## src/rtl/counter_down_timer.sv

```systemverilog
// Loadable, cascadable down-counter with run/hold control, an expiry pulse and optional auto-reload.
// Chain stages by feeding the lower stage's borrow (ANDed with its enable) into the upper stage's enable.
module counter_down_timer #(
  parameter int unsigned      NBITS         = 4,
  parameter logic [NBITS-1:0] MAXIMUM_VALUE = 4'h9,
  parameter bit               AUTO_RELOAD   = 1'b0
) (
  input  logic             clk,
  input  logic             reset,
  input  logic             enable,
  input  logic             load,
  input  logic [NBITS-1:0] load_value,
  input  logic             start,
  input  logic             stop,
  output logic [NBITS-1:0] counter,
  output logic             borrow,
  output logic             done,
  output logic             busy
);

  typedef enum logic [1:0] {
    IDLE,
    RUN,
    HOLD,
    EXPIRED
  } state_t;

  localparam logic [NBITS-1:0] ONE  = NBITS'(1);
  localparam logic [NBITS-1:0] ZERO = '0;

  state_t           state_q, state_d;
  logic [NBITS-1:0] counter_q, counter_d;
  logic             done_q, done_d;

  always_ff @(posedge clk or posedge reset) begin
    if (reset) begin
      state_q   <= IDLE;
      counter_q <= ZERO;
      done_q    <= 1'b0;
    end else begin
      state_q   <= state_d;
      counter_q <= counter_d;
      done_q    <= done_d;
    end
  end

  // Load overrides everything; within a state, stop beats start and start beats enable.
  always_comb begin
    state_d   = state_q;
    counter_d = counter_q;
    done_d    = 1'b0;
    if (load) begin
      counter_d = (load_value > MAXIMUM_VALUE) ? MAXIMUM_VALUE : load_value;
      state_d   = IDLE;
    end else begin
      unique case (state_q)
        IDLE: begin
          if (start) begin
            if (counter_q != ZERO) begin
              state_d = RUN;
            end else begin
              state_d = EXPIRED;
              done_d  = 1'b1;
            end
          end
        end
        RUN: begin
          if (stop) begin
            state_d = HOLD;
          end else if (enable) begin
            if (counter_q == ZERO) begin
              counter_d = MAXIMUM_VALUE;
            end else if (counter_q == ONE) begin
              counter_d = ZERO;
              done_d    = 1'b1;
              if (!AUTO_RELOAD) begin
                state_d = EXPIRED;
              end
            end else begin
              counter_d = counter_q - ONE;
            end
          end
        end
        HOLD: begin
          if (!stop && start) begin
            state_d = RUN;
          end
        end
        EXPIRED: begin
          counter_d = ZERO;
          if (start) begin
            counter_d = MAXIMUM_VALUE;
            state_d   = RUN;
          end
        end
        default: begin
          state_d = IDLE;
        end
      endcase
    end
  end

  assign counter = counter_q;
  assign borrow  = (counter_q == ZERO);
  assign done    = done_q;
  assign busy    = (state_q == RUN) || (state_q == HOLD);

endmodule

```

## config.mk

```make
export PLATFORM = sky130hd
export DESIGN_NAME = counter_down_timer
export DESIGN_NICKNAME = d
export VERILOG_FILES = /design/src/rtl/counter_down_timer.sv
export SDC_FILE = /design/constraint.sdc
export NUM_CORES = 1
export LEC_CHECK = 0
export CORE_MARGIN = 1
export CORE_UTILIZATION = 45
export DETAILED_ROUTE_END_ITERATION = 12
export GPL_TIMING_DRIVEN = 0
export MAX_ROUTING_LAYER = met4
export PLACE_DENSITY_LB_ADDON = 0.1
export SYNTH_ARGS = -nofsm -noshare
export SYNTH_HDL_FRONTEND = slang
export SYNTH_SLANG_ARGS = --single-unit
```

## constraint.sdc

```tcl
create_clock -name clk -period 1.95 [get_ports clk]
set_input_delay 0.195 -clock clk [delete_from_list [all_inputs] [get_ports clk]]
set_output_delay 0.195 -clock clk [all_outputs]
set_load 0.005 [all_outputs]
```

# == Word level (Yosys, flattened, before mapping) ==
# Cells that the tools add are included.
# word_totals
reg_bits,7
input_bits,10
output_inout_bits,7
# classes
addsub,1
reduce_logical,9
magnitude_cmp,1
n_mux,26
eq_ne,12
# op_table
op,n
two-way mux 4 bit,7
two-way mux 2 bit,9
"!= test 3 bit, second input constant",5
"!= test 4 bit, second input constant",3
case mux 2 bit (4 select lines),1
case mux 4 bit (2 select lines),1
two-way mux 1 bit,7
AND reduction 6 bit,1
"equality test 2 bit, second input constant",2
"equality test 4 x 1 -> 1 bit, second input constant",1
"> comparator 4 bit, second input constant",1
zero test 4 bit,1
nonzero test 4 bit,1
"subtractor 4 x 1 -> 4 bit, second input constant",1
AND reduction 3 bit,1
nonzero test 3 bit,1
"equality test 2 x 1 -> 1 bit, second input constant",1
zero test 2 bit,1
case mux 1 bit (2 select lines),1
logical AND 1 bit,1
zero test 1 bit,1
logical OR 1 bit,1

# == Depth between registers and ports, before layout ==
# Gate-level depths: netlist of the first run.
# logic_depth
depth_word,7
ltp_mapped,7
ltp_nobuf,6

# == Worst setup path after synthesis of the first run ==
# Ideal clock, no wire load.
# synth_timing
path_kind,register -> register
start,register counter_q[0] (netlist: counter[0])
end,register state_q[1]
path_slack_ps,414
path_stages_with_launch,6
required_ps,1822
period_less_slack_ps,1536
t_arrival_ps,1409
path_cell_list,dfrtp_1 > inv_1 > ha_1 > and4b_1 > o221ai_2 > mux2_1
# synth_between
elab_chain_cells,5
word_cells_on_any_way,10
# synth_rtl
item,line_no,text
"start, declared",32,"logic [NBITS-1:0] counter_q, counter_d;"
"start signal, assigned",42,counter_q <= counter_d;
nonzero test 4 bit,59,if (counter_q != ZERO) begin
two-way mux 2 bit,59,
two-way mux 2 bit,58,if (start) begin
case mux 2 bit (4 select lines),56,unique case (state_q)
two-way mux 2 bit,52,if (load) begin
"end signal, assigned",41,state_q <= state_d;
"end, declared",31,"state_t state_q, state_d;"
# Several ways; a longest one is shown, not always the timed one. The select of a mux whose other input is x is not followed.
# A chain may end at the register's enable or synchronous reset.

# == Final worst setup path of the first run ==
# layout_timing
start,register counter_q[1] (netlist: counter[1])
end,register state_q[1]
# Same word-level chain as after synthesis.

==> results of run 1 <==
## timing repair
item / 4_1_cts / 5_1_grt
pin swaps: 0 / 0
endpoints found under the hold margin: 0 / 0
endpoints found under the setup margin: 1 / 1
buffers inserted: 1 / 0
resized for setup: 1 / 4
## logic make-up after synthesis
kind of cell | share of synthesized area, %
adders and majority gates | 14.2
and+or+nand+nor | 19.0
muxes | 3.44
AOI/OAI and AO/OA | 27.9
DFF | 28.3
buffers and inverters | 7.08
## cell usage in the layout (no fill, tap or decap), types with 2 or more instances in the layout
master	Yosys	layout
clkdlybuf4s50_1	0	15
inv_1	8	7
nor2_1	6	6
ha_1	7	6
dfrtp_1	7	6
o21ai_0	5	5
nor3_1	4	4
a21oi_1	3	3
clkbuf_4	0	3
clkbuf_1	1	2
buf_2	2	2
a211oi_1	2	2
nor2b_1	2	2
o211ai_1	2	2
## layer usage
| layer | part of all wire, % | global-route usage [%] |
|---|---|---|
| met5 | 0 | - |
| met4 | 0 | 7.76 |
| met3 | 6.8 | 3.47 |
| met2 | 43 | 32.1 |
| met1 | 50 | 32.5 |
## power breakdown
part           internal (uW)  switching, uW  total [uW]
clock network           77.6           45.9         123
logic                    287            250         538
registers                200           82.5         283
total                    565            379         944
## worst max-delay path: cells and delay by family (launching register included)
kind	cells	cell delay [ns]
mux	1	0.36
flops	1	0.40
simple gates	1	0.23
buf+inv	1	0.13
fa+ha+maj	1	0.21
compound gates	1	0.22
## layout make-up
cell class              count  area [um^2]  share of cell area (%)
flip-flops and latches      7          176                    21.0
repair buffers             17          170                    20.2
multi-input cells          52          408                    48.4
clock buffers               4         26.3                    3.12
well taps                  14         17.5                    2.08
plain buffers               3         13.8                    1.63
inverters                   8         30.0                    3.57
## path summary, 6_finish.rpt
path                                from    endpoint
setup / recovery              counter[1]  state_q[1]
hold / removal                     reset  counter[2]
setup reg to reg              counter[1]  state_q[1]
min in group clk           load_value[2]  counter[2]
max in group asynchronous          reset  counter[0]
hold reg to reg               counter[0]  counter[0]
## through the flow
| step | total power (uW) | hold WS, ns | instances |
|---|---|---|---|
| 2_1_floorplan | 590 | -0.00160 | 70 |
| 3_3_place_gp | 786 | 0.427 | 100 |
| 3_5_place_dp | 794 | 0.446 | 100 |
| 4_1_cts | 943 | 0.179 | 105 |
| 5_1_grt | 1030 | 0.207 | 105 |
| 6_report | 944 | 0.174 | 105 |
## registers in the layout (all words and copies together), names as in the netlist
register,flops
state_q,2
done,1
counter,4
==> out/results.txt, run 1 <==
crit path kind -> register to register
total of max-cap violations -> 0
post-DR vias/cell -> 5.58
core footprint -> 1190 um^2
synthesized netlist cell count -> 70
Starting Density -> 52.1%
CTS tree -> yes
most common cell in the netlist -> inv_1
ANT cells -> 0
final worst path period need -> 1.69 ns
FP Rows -> 12
Fillers -> 102
worst setup margin -> 0.264 ns
crit start category -> register
Worst slew margin -> 71.3%
Clock Path Buffers -> 2
Root Buffer Master -> clkbuf_4
FFs w/ async S/R, synth -> 100%
Synth Flop Type -> dfrtp_1
die height -> 39.1 um
largest net degree at the start of global routing -> 11
TNS Setup -> 0 ns
number of synthesized flops with an enable pin -> 0
Mapped Area -> 618 um^2
Seq/Total Area, Yosys -> 28.3%
Lkg Pwr -> 0.000397 uW
GRT Util Overall -> 22.6%
FF+latch count, synth -> 7
PD cells -> 1120 nW/um^2
final RePlAce weighted congestion -> 0.802
Buffers on Ports -> 16
post-route ant nets -> 0
worst skew pair latency -> 0.24 ns
DRC errors left -> 0
wirelength, routed -> 1420 um
leading post-synthesis cells by cell area -> dfrtp_1 28%, ha_1 14%, inv_1 4.9%
initial drt markers -> 20
worst min path class -> primary input to asynchronous set/reset pin
I/O pins -> 17
Max Clock Skew -> 0.00441 ns
fmax -> 0.593 GHz
Distinct cells, synth -> 33
largest area contributor in the netlist -> dfrtp_1
layout cell share with drive strength beyond 1 -> 16.5%
Final Cell Area -> 842 um^2
top-area cell type share of the netlist area -> 28.3%
DRT Pass-1 Iters -> 4
first-pass GRT wire length -> 2220 um
Synth Warn # -> 0
Final Hold Viols -> 0
vias in the first global route -> 538
area post-placement -> 796 um^2
CTS buffer count -> 3
status -> complete, no violations
final core occ -> 71.0%
dpl hpwl -> 1080 um
syn_nets -> 87
CP Data Arrival Time -> 1.80 ns
setup violators final -> 0
synthesized area per cell -> 8.83 um^2
total congestion overflow -> 0
CTS clk-pin slew, worst paths -> 0.05 ns
top cells by count, synth -> 8 x inv_1, 7 x dfrtp_1, 7 x ha_1
drt wl/cell -> 13.5 um
die area -> 1530 um^2
worst slack, placed -> 0.0936 ns
Worst Path Required -> 2.06 ns
register-to-register setup slack -> 0.26 ns
Die W -> 39.1 um
worst slew pin tran -> 0.431 ns
unrepaired setup endpoints after global routing -> false
CP Max Fanout -> 4
clk sinks -> 7
Post-CTS Hold Buffers -> 0
H-tree levels -> 1
Final Cycle Share -> 86.5%
initial antenna violation count -> 0
Final #Nets -> 109
Worst setup EP type -> register
Area Overhead vs Synth -> 36.2%
max incr delay on CP -> 0.40 ns
R2R cell count -> 5
CP max stage cell -> dfrtp_1
worst path cell trace -> inv_1 -> ha_2 -> and4b_1 -> o221ai_2 -> mux2_1
Slew Limit Fails -> 0
Vias -> 586
VDD IR-drop max -> 0.642 mV
Note: power is estimated with default switching activity, not from simulation.
==> inputs of run 2 (changes only) <==
Settings changed: CAP_MARGIN set to 25.
==> results of run 2 <==
Same layout as run 1: the final DEF is identical, and so are final timing and power.
